**src/rtl/seq_alu.sv**
```systemverilog
// seq_alu: handshaked ALU. Single-cycle ADD/SUB/AND/OR/NOR/LSL/LSR/ASR and
// iterative MUL/DIVU/REMU (WIDTH steps each). R and N/Z/C/V are registered
// behind a valid/ready interface.
// Optional feature macro: SEQ_ALU_MULH_EN (fun 11 = MULH, upper product half).
// Ports:
//   clk, rst              clock (rising edge), async active-high reset
//   in_valid / in_ready   request handshake; A, B, fun captured on accept
//   out_valid / out_ready result handshake
//   R, N, Z, C, V         result and flags, held stable while out_valid
module seq_alu #(
  parameter int unsigned WIDTH = 16
) (
  input  logic             clk,
  input  logic             rst,
  input  logic             in_valid,
  output logic             in_ready,
  input  logic [WIDTH-1:0] A,
  input  logic [WIDTH-1:0] B,
  input  logic [3:0]       fun,
  output logic             out_valid,
  input  logic             out_ready,
  output logic [WIDTH-1:0] R,
  output logic             N,
  output logic             Z,
  output logic             C,
  output logic             V
);

  localparam int unsigned SHW = $clog2(WIDTH);
  localparam int unsigned CW  = SHW + 1;

  localparam logic [1:0] S_IDLE = 2'd0;
  localparam logic [1:0] S_BUSY = 2'd1;
  localparam logic [1:0] S_DONE = 2'd2;

  localparam logic [3:0] F_ADD  = 4'd0;
  localparam logic [3:0] F_SUB  = 4'd1;
  localparam logic [3:0] F_AND  = 4'd2;
  localparam logic [3:0] F_OR   = 4'd3;
  localparam logic [3:0] F_NOR  = 4'd4;
  localparam logic [3:0] F_LSL  = 4'd5;
  localparam logic [3:0] F_LSR  = 4'd6;
  localparam logic [3:0] F_ASR  = 4'd7;
  localparam logic [3:0] F_MUL  = 4'd8;
  localparam logic [3:0] F_DIVU = 4'd9;
  localparam logic [3:0] F_REMU = 4'd10;
`ifdef SEQ_ALU_MULH_EN
  localparam logic [3:0] F_MULH = 4'd11;
`endif

  logic [1:0]       state_q, state_d;
  logic [CW-1:0]    cnt_q, cnt_d;
  logic [3:0]       fun_q, fun_d;
  logic [WIDTH-1:0] opnd_q, opnd_d;   // multiplicand or divisor
  logic [WIDTH-1:0] hi_q, hi_d;       // product high half or partial remainder
  logic [WIDTH-1:0] lo_q, lo_d;       // multiplier/product low or dividend/quotient
  logic [WIDTH-1:0] r_q, r_d;
  logic             n_q, n_d, z_q, z_d, c_q, c_d, v_q, v_d;
  logic             in_ready_q, in_ready_d, out_valid_q, out_valid_d;

  // Operation class decode
  logic is_multi_c, is_mul_q_c;
  always_comb begin
    is_multi_c = (fun == F_MUL) || (fun == F_DIVU) || (fun == F_REMU);
    is_mul_q_c = (fun_q == F_MUL);
`ifdef SEQ_ALU_MULH_EN
    is_multi_c = is_multi_c || (fun == F_MULH);
    is_mul_q_c = is_mul_q_c || (fun_q == F_MULH);
`endif
  end

  // Single-cycle ALU on the live inputs
  logic [WIDTH:0]     add_s, sub_s;
  logic [SHW-1:0]     sh;
  logic [WIDTH-1:0]   alu_r;
  logic               alu_c, alu_v;
  always_comb begin
    add_s = {1'b0, A} + {1'b0, B};
    sub_s = {1'b0, A} - {1'b0, B};
    sh    = B[SHW-1:0];
    alu_r = '0;
    alu_c = 1'b0;
    alu_v = 1'b0;
    case (fun)
      F_ADD: begin
        alu_r = add_s[WIDTH-1:0];
        alu_c = add_s[WIDTH];
        alu_v = (A[WIDTH-1] == B[WIDTH-1]) && (add_s[WIDTH-1] != A[WIDTH-1]);
      end
      F_SUB: begin
        alu_r = sub_s[WIDTH-1:0];
        alu_c = sub_s[WIDTH];
        alu_v = (A[WIDTH-1] != B[WIDTH-1]) && (sub_s[WIDTH-1] != A[WIDTH-1]);
      end
      F_AND:   alu_r = A & B;
      F_OR:    alu_r = A | B;
      F_NOR:   alu_r = ~(A | B);
      F_LSL:   alu_r = A << sh;
      F_LSR:   alu_r = A >> sh;
      F_ASR:   alu_r = $unsigned($signed(A) >>> sh);
      default: alu_v = 1'b1;  // illegal: R=0, V=1
    endcase
  end

  // One shift-add multiply step and one restoring-division step
  logic [WIDTH:0]   mul_sum, div_trial, div_diff;
  logic [WIDTH-1:0] mul_hi_nx, mul_lo_nx, div_rem_nx, div_quo_nx;
  logic             div_ok;
  always_comb begin
    mul_sum    = {1'b0, hi_q} + (lo_q[0] ? {1'b0, opnd_q} : '0);
    mul_hi_nx  = mul_sum[WIDTH:1];
    mul_lo_nx  = {mul_sum[0], lo_q[WIDTH-1:1]};
    div_trial  = {hi_q, lo_q[WIDTH-1]};
    div_diff   = div_trial - {1'b0, opnd_q};
    div_ok     = ~div_diff[WIDTH];
    div_rem_nx = div_ok ? div_diff[WIDTH-1:0] : div_trial[WIDTH-1:0];
    div_quo_nx = {lo_q[WIDTH-2:0], div_ok};
  end

  // Next-state and output logic
  always_comb begin
    state_d = state_q;
    cnt_d   = cnt_q;
    fun_d   = fun_q;
    opnd_d  = opnd_q;
    hi_d    = hi_q;
    lo_d    = lo_q;
    r_d     = r_q;
    n_d     = n_q;
    z_d     = z_q;
    c_d     = c_q;
    v_d     = v_q;
    case (state_q)
      S_IDLE: begin
        if (in_valid && in_ready_q) begin
          fun_d = fun;
          if (is_multi_c) begin
            hi_d    = '0;
            lo_d    = (fun == F_MUL || fun == 4'd11) ? B : A;
            opnd_d  = (fun == F_MUL || fun == 4'd11) ? A : B;
            cnt_d   = CW'(WIDTH);
            state_d = S_BUSY;
          end else begin
            r_d     = alu_r;
            c_d     = alu_c;
            v_d     = alu_v;
            state_d = S_DONE;
          end
        end
      end
      S_BUSY: begin
        cnt_d = cnt_q - CW'(1);
        if (is_mul_q_c) begin
          hi_d = mul_hi_nx;
          lo_d = mul_lo_nx;
        end else begin
          hi_d = div_rem_nx;
          lo_d = div_quo_nx;
        end
        // Last step: result is taken from this step's outputs
        if (cnt_q == CW'(1)) begin
          state_d = S_DONE;
          if (is_mul_q_c) begin
            r_d = mul_lo_nx;
`ifdef SEQ_ALU_MULH_EN
            if (fun_q == F_MULH) r_d = mul_hi_nx;
`endif
            c_d = |mul_hi_nx;
            v_d = |mul_hi_nx;
          end else begin
            r_d = (fun_q == F_REMU) ? div_rem_nx : div_quo_nx;
            c_d = 1'b0;
            v_d = (opnd_q == '0);
          end
        end
      end
      S_DONE: begin
        if (out_ready) state_d = S_IDLE;
      end
      default: state_d = S_IDLE;
    endcase
    if (state_q != S_DONE && state_d == S_DONE) begin
      n_d = r_d[WIDTH-1];
      z_d = (r_d == '0);
    end
    in_ready_d  = (state_d == S_IDLE);
    out_valid_d = (state_d == S_DONE);
  end

  // State register
  always_ff @(posedge clk or posedge rst) begin
    if (rst) begin
      state_q     <= S_IDLE;
      cnt_q       <= '0;
      fun_q       <= '0;
      opnd_q      <= '0;
      hi_q        <= '0;
      lo_q        <= '0;
      r_q         <= '0;
      n_q         <= 1'b0;
      z_q         <= 1'b0;
      c_q         <= 1'b0;
      v_q         <= 1'b0;
      in_ready_q  <= 1'b1;
      out_valid_q <= 1'b0;
    end else begin
      state_q     <= state_d;
      cnt_q       <= cnt_d;
      fun_q       <= fun_d;
      opnd_q      <= opnd_d;
      hi_q        <= hi_d;
      lo_q        <= lo_d;
      r_q         <= r_d;
      n_q         <= n_d;
      z_q         <= z_d;
      c_q         <= c_d;
      v_q         <= v_d;
      in_ready_q  <= in_ready_d;
      out_valid_q <= out_valid_d;
    end
  end

  assign in_ready  = in_ready_q;
  assign out_valid = out_valid_q;
  assign R         = r_q;
  assign N         = n_q;
  assign Z         = z_q;
  assign C         = c_q;
  assign V         = v_q;

endmodule

```
**config.mk**
```make
export PLATFORM = sky130hd
export DESIGN_NAME = seq_alu
export DESIGN_NICKNAME = d
export VERILOG_FILES = /design/src/rtl/seq_alu.sv
export SDC_FILE = /design/constraint.sdc
export NUM_CORES = 1
export LEC_CHECK = 0
export CAP_MARGIN = 20
export CORE_MARGIN = 3
export CORE_UTILIZATION = 60
export DETAILED_ROUTE_END_ITERATION = 10
export DONT_BUFFER_PORTS = 1
export GPL_ROUTABILITY_DRIVEN = 0
export MAX_ROUTING_LAYER = met4
export PLACE_DENSITY = 0.76
export SYNTH_ARGS = -nofsm -noshare
export SYNTH_HDL_FRONTEND = slang
export SYNTH_SLANG_ARGS = --single-unit
```
**constraint.sdc**
```tcl
create_clock -name clk -period 4.85 [get_ports clk]
set_input_delay 1.455 -clock clk [delete_from_list [all_inputs] [get_ports clk]]
set_output_delay 1.455 -clock clk [all_outputs]
set_load 0.005 [all_outputs]
```
# == Word level (Yosys, flattened, before mapping) ==
# Cells that the tools add are included.
# totals
ff_bits,81
inputBits,40
output_inout_bits,22
elab_cells,109
# classes
add_sub_neg,5
eq_ne,26
shifts,3
muxes,39
bitwise_logic,4
n_reduce_logical,19
# op_table
cell,n
2-to-1 mux 16 bit,15
case mux 16 bit (8 select lines),1
case mux 16 bit (2 select lines),3
adder 16 x 16 -> 17 bit,2
zero test 16 bit,2
"equality test 4 bit, second input constant",6
subtractor 16 x 16 -> 17 bit,1
subtractor 17 x 16 -> 17 bit,1
AND 16 bit,1
"equality test 4 x 3 -> 1 bit, second input constant",4
inverter 16 bit,1
OR 16 bit,1
OR reduction 16 bit,1
<< shifter 16 x 4 -> 16 bit,1
>> shifter 16 x 4 -> 16 bit,1
>>> shifter 16 x 4 -> 16 bit,1
2-to-1 mux 5 bit,2
"!= test 2 bit, second input constant",5
case mux 5 bit (2 select lines),1
"equality test 4 x 2 -> 1 bit, second input constant",2
2-to-1 mux 1 bit,8
2-to-1 mux 2 bit,4
case mux 1 bit (2 select lines),3
case mux 2 bit (3 select lines),1
other kinds (18),28

# == Depth between registers and ports, before layout ==
# logic_depth
word_depth,8
ltp_mapped,16
depth_no_buf,15

# == Worst setup path after synthesis ==
# No wires, ideal clock.
# synth_path
path_kind,input to register
from,input port B[2]
to,"register z_q, in the netlist Z"
arrival_ps,4692
t_required_ps,4758
setup_slack_ps,66
stages,14
n_path_buf,2
path_cell_list,inv_1 buf_1 buf_1 ha_1 nor2b_1 a211o_1 a2111oi_0 o32a_1 a2111oi_0 a211o_1 xor2_1 a21oi_1 nand4_1 o31ai_2
# synth_between
elab_chain_cells,7
word_cells_on_any_way,13
classes_between,add/sub (2); shift (3); mux (4); bitwise (3); reduce/logical (1)
# synth_rtl
element,line,source
from (decl),18,"input logic [WIDTH-1:0] B,"
branches (longest 2 deep; another with subtractor 16 x 16 -> 17 bit),--,
case mux 16 bit (8 select lines) (*),84,case (fun)
2-to-1 mux 16 bit (*),137,if (is_multi_c) begin
2-to-1 mux 16 bit (*),135,if (in_valid && in_ready_q) begin
case mux 16 bit (2 select lines) (*),133,case (state_q)
zero test 16 bit (*),184,z_d = (r_d == '0);
to (signal assigned),215,z_q <= z_d;
to (decl),58,"logic n_q, n_d, z_q, z_d, c_q, c_d, v_q, v_d;"
# Mark *: on every way between the ends.
# A chain may end at the register's enable or synchronous reset.

# == Worst setup path in the final report ==
# layout_path
from,input port B[0]
to,"register z_q, in the netlist Z"
# layout_between
word_cells_on_any_way,13
classes_between,add/sub (2); shift (3); mux (4); bitwise (3); reduce/logical (1)
# layout_rtl
element,line,source
subtractor 16 x 16 -> 17 bit (tied with other cells),79,"sub_s = {1'b0, A} - {1'b0, B};"
case mux 16 bit (8 select lines) (*),84,
2-to-1 mux 16 bit (*),137,
2-to-1 mux 16 bit (*),135,
case mux 16 bit (2 select lines) (*),133,
net r_d[12],57,"logic [WIDTH-1:0] r_q, r_d;"
zero test 16 bit (*),184,
# Mark *: on every way through the listed nets, which the timed path passes. The rest lies on a longest branch.

==> impl_metrics.ini <==
[run_status]
status = finished clean

[flow_run]
cap_violations = 0

[yosys]
synth_warnings = 0
synth-seq-cells = 81
synth_compound_area_frac = 0.283
synth_nets = 1415
synth_fa_ha_area_frac = 0.117
yosys.cell_types.count = 85
synth_top_area_frac = 0.202
yosys.area_share.simple = 0.199
synth_most_common_cell = nand2_1
synthArstFlopShare = 1.00
synth_largest_area_cell = dfrtp_1
synthCells = 1285
syn_avg_cell_area_sq_um = 7.70
synth-xor-area-share = 0.0363
ys_seq_area_frac = 0.205
ys.flop_type = dfrtp_1
synth_top_family_by_area = compound AO/OA/AOI/OAI gates
synthMuxAreaShare = 0.0956
netlist_area_sq_mm = 0.00989
synth.top_cells.by_count = nand2_1, nor2_1, a21oi_1, o21ai_0, ha_1
synth_edf_count = 0
ys_top_cells_by_area = dfrtp_1, ha_1, nand2_1

[finish]
antenna_cells = 0
layout.cells.non_filler = 1471
final_layout_size_suffix_gt1_frac = 0.0717
syn_to_final_growth_pct = 5.14
final_nets = 1380
nFillCells = 1445

[grt]
grt_max_degree = 53
grt_pass1_vias = 9628
grt_antenna_before_repair = 0
track_usage = 0.397
overflow = 0
grt_pass1_wl_um = 54800

[critical_path]
endpoint_kind = register
critPathArrivalTime_ps = 4640
path_class = primary input to register
startpoint_type = primary input
crit_fanout = 44
cp.required_ps = 5100

[routing]
antenna_left = 0
totalWireLength_um = 35400
drc_errors = 0
drt-initial-drc-count = 1650
vias = 10500
wl_per_cell_um = 24.1
vias_per_cell = 7.13
drt_pass1_iterations = 7

[clock_tree]
h-tree-depth = 3
cts-root-buf = clkbuf_16
post_cts_resized = 0
path_clk_slew_ps = 60
cts_hold_buf = 0
numCtsBuffers = 9
cts.sinks = 81
cts_setup_buffers = 0
cts_tree = yes
worstSkewPairLatency_ps = 340
clockBufferDepth = 2

[timing]
max-slew-margin-rel = 0.288
max_clock_freq_mhz = 228
finalSetupViolations = 0
hold_viol_final = 0
fin_skew_ps = 11.2
final.min_clock_period_ps = 4390
rsz0062_at_grt = false
slew_violations = 0
final.setup.tns_ps = 0
min_period_over_period = 0.906
worst_slew_pin_slew_ps = 1060

[min_path]
hold_class = register to register

[power]
p_leak_nw = 4.60
ir_worst_vdd_v = 0.000299
p_per_area_mw_per_mm2 = 528

[floorplan]
initial_core_util = 0.618
design.core.area_sq_mm = 0.0160
die_w_um = 134
rows = 46
die_area_sq_mm = 0.0181
io-pin-count = 62
die_h_um = 134

[placed_design]
placed_cells = 1455
dp_hpwl_um = 26900
io_buffers = 0
## power by group
group | total [mW] | internal (mW) | switching [mW]
clock network | 0.749 | 0.468 | 0.281
logic | 3.34 | 1.35 | 2.00
registers | 1.40 | 0.983 | 0.421
total | 5.50 | 2.80 | 2.70
## stage by stage
| stage | area (sq um) | setup slack, ps | utilization | total power, mW | hold WS (ps) |
|---|---|---|---|---|---|
| 5_1_grt | 10400 | 184 | 0.650 | 5.84 | 546 |
| 3_5_place_dp | 10100 | 237 | 0.630 | 4.62 | 496 |
| 2_1_floorplan | 9890 | 65.9 | - | 3.74 | 470 |
| 3_3_place_gp | 10100 | 343 | 0.630 | 4.55 | 492 |
| 6_report | 10400 | 457 | 0.650 | 5.50 | 511 |
| 4_1_cts | 10400 | 592 | 0.650 | 5.39 | 510 |
## cell families (layout without fill, tap and decap cells)
logic type / count (synthesis) / in the layout
AO/OA/AOI/OAI: 426 / 426
AND/OR/NAND/NOR: 418 / 418
buffers and inverters: 157 / 127
adder cells (fa/ha/maj): 90 / 90
flip-flops: 81 / 81
multiplexers: 72 / 72
XOR/XNOR: 41 / 41
## registers in the layout (all words and copies together), names as in the netlist
signal / cells
fun_q: 4
Z: 1
lo_q: 16
opnd_q: 16
N: 1
in_ready: 1
state_q: 2
C: 1
R: 16
cnt_q: 5
out_valid: 1
V: 1
hi_q: 16
## worst max-delay path, stage by stage
cell	delay [ps]
ha_1	180
inv_1	70
fa_1	390
nor2b_1	200
o22ai_1	170
nor3_1	360
o21ai_1	170
mux2i_1	150
nor4_1	450
o21ai_1	140
or4_1	430
nor2_1	110
nand4_1	130
o31ai_2	230
## per-layer routing
| layer | GRT usage | vias to the layer above | part of all wire |
|---|---|---|---|
| li1 | - | 4654 | - |
| met1 | 0.499 | 4823 | 0.37 |
| met2 | 0.607 | 834 | 0.44 |
| met3 | 0.0908 | 180 | 0.13 |
| met4 | 0.192 | 0 | 0.061 |
| met5 | - | - | 0 |
## final timing paths
check	start	to	slack [ps]	cells after the start
worst max-delay path	B[0]	Z$_DFFE_PP0P_	460	14
min in group asynchronous	rst	lo_q[10]$_DFFE_PP0P_	1130	1
worst max register to register	lo_q[15]$_DFFE_PP0P_	Z$_DFFE_PP0P_	700	14
worst min-delay path	fun_q[3]$_DFFE_PP0P_	fun_q[3]$_DFFE_PP0P_	510	2
worst min register to register	fun_q[3]$_DFFE_PP0P_	fun_q[3]$_DFFE_PP0P_	510	2
max in group asynchronous	rst	in_ready$_DFF_PP1_	2860	2
## cell usage in the layout, fill, tap and decap left out, types with 23 or more instances in the layout
master    count
nand2_1     144
nor2_1      111
a21oi_1     103
o21ai_0     102
ha_1         86
dfrtp_1      80
inv_1        77
mux2i_1      45
buf_4        32
nor3_1       29
xnor2_1      28
a211oi_1     23
## final cells by class
class,instances,area (sq um),share of cell area
Multi-Input combinational cell,1047,7240,0.696
Sequential cell,81,2030,0.195
Inverter,79,298,0.0286
Tap cell,216,270,0.0260
Clock buffer,12,246,0.0237
Timing Repair Buffer,32,240,0.0231
Clock inverter,4,77.6,0.00746
(Power assumes the default switching activity.)
